**src/rtl/banco_registradores_param_pkg.sv**
```systemverilog
// Shared constants and helpers for the parameterised register bank.
package banco_registradores_param_pkg;

    localparam int unsigned LARGURA_PADRAO      = 16;
    localparam int unsigned PROFUNDIDADE_PADRAO = 16;

    // Ceiling log2; valid for the supported depths (2..256).
    function automatic int unsigned log2_teto(input int unsigned valor);
        int unsigned r;
        r = 0;
        while ((32'd1 << r) < valor) begin
            r = r + 1;
        end
        return r;
    endfunction

endpackage

```
**src/rtl/banco_registradores_param_placar.sv**
```systemverilog
// Reservation scoreboard: one pending-write bit per register plus a running population count.
module placar_reservas
    import banco_registradores_param_pkg::*;
#(
    parameter int unsigned PROFUNDIDADE = PROFUNDIDADE_PADRAO,
    parameter bit          ZERO_FIXO    = 1'b0,
    localparam int unsigned END         = log2_teto(PROFUNDIDADE)
) (
    input  logic           clk,
    input  logic           ativar_clear,
    input  logic           enable,
    input  logic [END-1:0] endereco_escrita,
    input  logic           reservar,
    input  logic [END-1:0] endereco_reserva,
    input  logic [END-1:0] endereco_reg1,
    input  logic [END-1:0] endereco_reg2,
    output logic           ocupado_reg1,
    output logic           ocupado_reg2,
    output logic [END:0]   num_reservados
);

    localparam logic [END:0] UM = 1;

    logic [PROFUNDIDADE-1:0] bits_q;
    logic [PROFUNDIDADE-1:0] bits_d;
    logic [END:0]            num_q;
    logic [END:0]            num_d;
    logic                    reserva_valida;
    logic                    limpa_valida;
    logic                    incrementa;
    logic                    decrementa;

    always_comb begin
        reserva_valida = reservar && !(ZERO_FIXO && (endereco_reserva == '0));
        // A reservation of the address being written wins, so that write must not clear it.
        limpa_valida   = enable && !(reserva_valida && (endereco_reserva == endereco_escrita));
        incrementa     = reserva_valida && !bits_q[endereco_reserva];
        decrementa     = limpa_valida && bits_q[endereco_escrita];

        bits_d = bits_q;
        if (limpa_valida) begin
            bits_d[endereco_escrita] = 1'b0;
        end
        if (reserva_valida) begin
            bits_d[endereco_reserva] = 1'b1;
        end

        num_d = num_q;
        case ({incrementa, decrementa})
            2'b10:   num_d = num_q + UM;
            2'b01:   num_d = num_q - UM;
            default: num_d = num_q;
        endcase
    end

    always_ff @(posedge clk) begin
        if (ativar_clear) begin
            bits_q <= '0;
            num_q  <= '0;
        end else begin
            bits_q <= bits_d;
            num_q  <= num_d;
        end
    end

    assign ocupado_reg1   = bits_q[endereco_reg1];
    assign ocupado_reg2   = bits_q[endereco_reg2];
    assign num_reservados = num_q;

endmodule

```
**src/rtl/banco_registradores_param.sv**
```systemverilog
// Two-read, one-write register bank with optional write forwarding, hard-wired zero register
// and a reservation scoreboard for pending writes.
module banco_registradores_param
    import banco_registradores_param_pkg::*;
#(
    parameter int unsigned LARGURA      = LARGURA_PADRAO,
    parameter int unsigned PROFUNDIDADE = PROFUNDIDADE_PADRAO,
    parameter bit          BYPASS       = 1'b1,
    parameter bit          ZERO_FIXO    = 1'b0,
    localparam int unsigned END         = log2_teto(PROFUNDIDADE)
) (
    input  logic               clk,
    input  logic               ativar_clear,
    input  logic               enable,
    input  logic [END-1:0]     endereco_escrita,
    input  logic [LARGURA-1:0] conteudo_escrita,
    input  logic [END-1:0]     endereco_reg1,
    input  logic [END-1:0]     endereco_reg2,
    output logic [LARGURA-1:0] conteudo_reg1,
    output logic [LARGURA-1:0] conteudo_reg2,
    input  logic               reservar,
    input  logic [END-1:0]     endereco_reserva,
    output logic               ocupado_reg1,
    output logic               ocupado_reg2,
    output logic [END:0]       num_reservados
);

    logic [LARGURA-1:0] regs_q [PROFUNDIDADE];
    logic               escrita_valida;

    assign escrita_valida = enable && !(ZERO_FIXO && (endereco_escrita == '0));

    always_ff @(posedge clk) begin
        if (ativar_clear) begin
            for (int i = 0; i < PROFUNDIDADE; i++) begin
                regs_q[i] <= '0;
            end
        end else if (escrita_valida) begin
            regs_q[endereco_escrita] <= conteudo_escrita;
        end
    end

    // Forwarding still applies while clear is asserted; zero register overrides forwarding.
    always_comb begin
        conteudo_reg1 = regs_q[endereco_reg1];
        if (BYPASS && enable && (endereco_escrita == endereco_reg1)) begin
            conteudo_reg1 = conteudo_escrita;
        end
        if (ZERO_FIXO && (endereco_reg1 == '0)) begin
            conteudo_reg1 = '0;
        end
    end

    always_comb begin
        conteudo_reg2 = regs_q[endereco_reg2];
        if (BYPASS && enable && (endereco_escrita == endereco_reg2)) begin
            conteudo_reg2 = conteudo_escrita;
        end
        if (ZERO_FIXO && (endereco_reg2 == '0)) begin
            conteudo_reg2 = '0;
        end
    end

    placar_reservas #(
        .PROFUNDIDADE (PROFUNDIDADE),
        .ZERO_FIXO    (ZERO_FIXO)
    ) u_placar (
        .clk              (clk),
        .ativar_clear     (ativar_clear),
        .enable           (enable),
        .endereco_escrita (endereco_escrita),
        .reservar         (reservar),
        .endereco_reserva (endereco_reserva),
        .endereco_reg1    (endereco_reg1),
        .endereco_reg2    (endereco_reg2),
        .ocupado_reg1     (ocupado_reg1),
        .ocupado_reg2     (ocupado_reg2),
        .num_reservados   (num_reservados)
    );

endmodule

```
**config.mk**
```make
export PLATFORM = sky130hd
export DESIGN_NAME = banco_registradores_param
export DESIGN_NICKNAME = d
export VERILOG_FILES = /design/src/rtl/banco_registradores_param_pkg.sv /design/src/rtl/banco_registradores_param_placar.sv /design/src/rtl/banco_registradores_param.sv
export SDC_FILE = /design/constraint.sdc
export NUM_CORES = 1
export LEC_CHECK = 0
export CORE_ASPECT_RATIO = 0.8
export CORE_MARGIN = 5
export CORE_UTILIZATION = 24
export CTS_BUF_LIST = sky130_fd_sc_hd__clkbuf_4 sky130_fd_sc_hd__clkbuf_8
export CTS_CLUSTER_DIAMETER = 120
export DETAILED_ROUTE_END_ITERATION = 8
export SYNTH_ARGS = -nofsm -noshare
export SYNTH_HDL_FRONTEND = slang
export SYNTH_SLANG_ARGS = --single-unit
```
**constraint.sdc**
```tcl
create_clock -name clk -period 7 [get_ports clk]
set_clock_uncertainty 0.1 [all_clocks]
set_input_delay 1.75 -clock clk [delete_from_list [all_inputs] [get_ports clk]]
set_output_delay 1.75 -clock clk [all_outputs]
set_load 0.005 [all_outputs]
```
# Yosys cells after proc, flatten, opt, wreduce, memory -nomap -nowiden
# Memory sizes are Yosys's and may differ from the RTL's.
# Index checks and enable logic that the tools add are counted.
[classes] n_reduce_logical=12 muxes=25 addsub=2 n_eq_ne=5 order_cmp=6 bitwise_logic=3
[op_table] op="$mux 16" n=5
[op_table] op="$lt 4x5->1 const B" n=4
[op_table] op="$and 16x16->16" n=1
[op_table] op="$bmux 1 s4" n=4
[op_table] op="$not 16->16" n=1
[op_table] op="$or 16x16->16" n=1
[op_table] op="$reduce_or 16->1" n=1
[op_table] op="$eq 4x4->1" n=3
[op_table] op="$mux 1" n=12
[op_table] op="$pmux 5 s2" n=1
[op_table] op="$demux 1 s4" n=2
[op_table] op="$ge 4x1->1 const B" n=2
[op_table] op="$logic_and 1x1->1" n=8
[op_table] op="$add 5x1->5 const B" n=1
[op_table] op="$sub 5x1->5 const B" n=1
[op_table] op="$mux 4" n=1
[op_table] op="$eq 2x1->1 const B" n=1
[op_table] op="$eq 2x2->1 const B" n=1
[op_table] op="$logic_not 1->1" n=2
[op_table] op="$reduce_bool 2->1" n=1
[word_totals] ram_bits=256 elab_cells=56 memories=1 regBits=21
[memory_table] memory="regs_q" words=16 width=16 rd=2 rd_ports_with_merged_regs=0 write_ports=16 line_no="banco_registradores_param.sv:28" source="logic [LARGURA-1:0] regs_q [PROFUNDIDADE];"

# Depth between registers and ports, before layout
[depth] ltp_word=9 depth_mapped=12 ltp_nobuf=10

# By module
# A second synthesis with hierarchy kept.
[unflattened] hier_cells=1043 area_unflattened_um2=15846.4
[by_module_without_submodules] module="banco_registradores_param" instances=1 area_each_um2=14254.9 cells_per_inst=897
[by_module_without_submodules] module="placar_reservas" instances=1 area_each_um2=1591.5 cells_per_inst=146

# Least setup slack after synthesis
# No wires, ideal clock.
[synth_path] path_kind="input to output" start="input endereco_reg2[3]" end="output conteudo_reg2[10]" stages=5 t_arrival_ns=3.106 setup_slack_ns=2.044 n_path_buf=2 path_cell_list="buf_2 > clkbuf_1 > mux4_2 > a2111oi_2 > a211oi_2"
[synth_via] elab_chain_len=3
[synth_lines] element="from (decl)" line_no="banco_registradores_param.sv:18" source="input logic [END-1:0] endereco_reg2,"
[synth_lines] element="branches (longest 2 deep; another with $mem_v2 16x16)"
[synth_lines] element="$mux 16 *" line_no="banco_registradores_param.sv:56" source="if (BYPASS && enable && (endereco_escrita == endereco_reg2)) begin"
[synth_lines] element="to (decl)" line_no="banco_registradores_param.sv:20" source="output logic [LARGURA-1:0] conteudo_reg2,"
# Mark *: on every way between the ends.

# Worst setup path in the final report
[layout_path] start="input endereco_escrita[0]" end="output conteudo_reg2[14]"
[layout_via] elab_chain_len=3
[layout_lines] element="from (decl)" line_no="banco_registradores_param.sv:15" source="input logic [END-1:0] endereco_escrita,"
[layout_lines] element="$eq 4x4->1" line_no="banco_registradores_param.sv:56"
[layout_lines] element="$logic_and 1x1->1" line_no="banco_registradores_param.sv:56"
[layout_lines] element="$mux 16" line_no="banco_registradores_param.sv:56"
# No other way between the ends.

==> run_results.csv <==
group,metric,value,unit
place,dp_hpwl,32.02,mm
place,dp.cells,1971,
power,irDropWorstVdd,0.00008149,V
logic_synthesis,yosys.area.top_type,"edfxtp_1",
logic_synthesis,synthCells,1099,
logic_synthesis,synth_top_area_frac,0.4798,
logic_synthesis,synth_edf_count,256,
grt,grt_start_max_net_pins,50,
sta,setup_tns,0,ns
clock_tree,cts_hold_buf,0,
route,dr.pass1.iters,5,
power,power_density,217.2,mW/mm^2
cells_and_area,drive_gt1_frac,0.2843,
sta,worstMarginPinSlew,1.157,ns
run,max-cap-violations,0,
logic_synthesis,synthTopCellsByCount,"and2_1, edfxtp_1, mux4_2",
clock_tree,cts_sinks,277,
place,numPortBuffers,74,
die,die_x,298.9,um
cells_and_area,register_area,0.008108,sq mm
logic_synthesis,ys_seq_elements,277,
grt,grt_pass1_wl,72.24,mm
logic_synthesis,netlist_area,0.01602,sq mm
logic_synthesis,synth_area_per_cell,14.58,sq um
logic_synthesis,synth_async_sr_flop_share,0,
cells_and_area,multiInputGateArea,0.007365,sq mm
hold_path,hold_path.class,"flop to flop",
sta,slew_viol_final,0,
status,status,"finished clean",
sta,fmax,0.1460,GHz
worst_setup_path,critPathRequiredTime,5.15,ns
route,drc,0,
place,dpl_cell_area,0.01762,sq mm
clock_tree,cts_tree,"yes",
route,wl,49.87,mm
die,dieArea,0.07206,sq mm
sta,max_slew_margin,0.2284,
clock_tree,post_cts.repair.setup_buffers,0,
worst_setup_path,reg2reg_depth,10,
clock_tree,clockRootBuffer,"clkbuf_8",
clock_tree,cts_max_path_buffers,3,
die,start_util,0.2431,
logic_synthesis,synth_flop_cell,"edfxtp_1",
grt,grt_pass1_vias,10550,
cells_and_area,nets,1201,
logic_synthesis,syn_nets,1140,
route,vias_per_cell,5.014,
route,drt-initial-drc-count,1084,
logic_synthesis,yosysSeqAreaShare,0.5061,
sta,hold_viol,0,
grt,gr-total-overflow,0,
cells_and_area,fin_util,0.2813,
worst_setup_path,crit_fanout,16,
die,design.core.area,0.06590,sq mm
sta,worst_slack,0.1530,ns
logic_synthesis,synthTopCellsByArea,"edfxtp_1, mux4_2, and2_1, a2111oi_2, dfxtp_1",
logic_synthesis,ys_warn_count,0,
route,ant_nets,0,
power,cellLeakagePower,6.135,nW
clock_tree,ctsResizeCount,0,
worst_setup_path,start_kind,"input port",
grt,grt_usage,0.1350,
place,dp_slack,0.2515,ns
cells_and_area,stdcell_area,0.01853,sq mm
worst_setup_path,critPathArrivalTime,5.00,ns
cells_and_area,fillers,6568,
sta,finalSetupViolCount,0,
die,rows,84,
clock_tree,ctsHtreeMaxLevel,2,
hold_path,holdPathStages,2,
sta,fin_crit_sh,0.9781,
worst_setup_path,worst-setup-path-type,"input port to output pin",
route,num_vias,10330,
clock_tree,cts_buffers,47,
sta,hold_slack,0.3941,ns
power,power,4.026,mW
cells_and_area,final_cells,2060,
logic_synthesis,synth_most_common_cell,"and2_1",
place,gp_congestion,0.8446,
sta,period_minus_slack,6.847,ns
cells_and_area,area.growth.synth_to_final,15.68,%
clock_tree,path_clk_slew,0.06,ns
sta,rsz0062_at_grt,"no",
die,die_y,241.1,um
worst_setup_path,cp-end-kind,"output pin",
logic_synthesis,ys_types,41,
die,io_pins,75,
grt,antenna_found_initial,4,
route,avgRoutedWirePerCell,24.21,um
clock_tree,clk_latency,0.61,ns
-- layout by cell type, fill, tap and decap left out, types with 3 or more instances in the layout --
cell type,count
clkdlybuf4s50_1,67
nor2_1,51
nand2b_1,3
edfxtp_1,256
a21oi_1,20
or2_1,5
o2111ai_1,4
clkbuf_8,47
nand2_1,20
clkbuf_4,9
nand3_1,6
buf_4,40
mux4_2,148
xor2_1,8
ha_1,4
buf_2,3
nor3_2,5
xnor2_1,8
nor2b_1,34
a211oi_2,20
a211oi_1,12
mux2i_1,34
diode_2,4
and3_1,3
or2_2,12
a2111oi_2,28
dfxtp_1,21
buf_12,4
clkinv_2,10
o21ai_1,16
clkinv_1,14
and2_1,258
-- logic make-up after synthesis --
| logic type | after synthesis | synth area share |
|---|---|---|
| muxes | 182 | 0.2293 |
| AOI/OAI and AO/OA | 108 | 0.06732 |
| adders and majority gates | 5 | 0.004373 |
| DFF | 277 | 0.5061 |
| and+or+nand+nor | 407 | 0.1492 |
| xor gates and xnor gates | 16 | 0.008747 |
| buffers and inverters | 104 | 0.03499 |
-- worst max-delay path: stages --
cell	delay, ns
clkdlybuf4s50_1	0.68
xor2_1	0.29
nor3_2	0.17
nand3_2	0.11
and2_1	0.56
a211oi_1	0.70
buf_4	0.22
clkdlybuf4s50_1	0.50
-- report_power, final --
group          internal [mW]  switching [mW]
clock                  0.754           0.708
combinational          0.289           0.328
sequential              1.90          0.0474
-- area by class of cell --
| type | instances | share of cell area |
|---|---|---|
| multi-input cells | 718 | 0.3974 |
| flip-flops and latches | 277 | 0.4375 |
| well taps | 860 | 0.05806 |
| diodes | 4 | 0.0005401 |
| clock inverters | 29 | 0.01013 |
| clock buffers | 56 | 0.03855 |
| inverters | 2 | 0.0004051 |
| repair buffers | 114 | 0.05752 |
-- flip-flops by register name (all words and copies together), names as in the netlist --
register	cells
regs_q	256
u_placar.num_reservados	5
u_placar.bits_q	16
-- metal layers --
| layer | track usage | share of wire | wire (um) | vias to the layer above |
|---|---|---|---|---|
| met1 | 0.1895 | 0.44 | 22090 | 5440 |
| met4 | 0.03874 | 0.024 | 1219 | 0 |
| li1 | - | - | - | 4353 |
| met2 | 0.2136 | 0.45 | 22640 | 452 |
| met3 | 0.02743 | 0.079 | 3924 | 83 |
| met5 | 0 | 0 | 0 | - |
-- final timing paths --
check | start | endpoint | slack, ns
max | endereco_escrita[0] | conteudo_reg2[14] | 0.15
min | u_placar.num_reservados[4]$_SDFFE_PP0P_ | u_placar.num_reservados[4]$_SDFFE_PP0P_ | 0.39
max reg2reg | u_placar.bits_q[15]$_SDFF_PP0_ | u_placar.num_reservados[4]$_SDFFE_PP0P_ | 3.70
min reg2reg | u_placar.num_reservados[4]$_SDFFE_PP0P_ | u_placar.num_reservados[4]$_SDFFE_PP0P_ | 0.39
(Power assumes the default switching activity.)
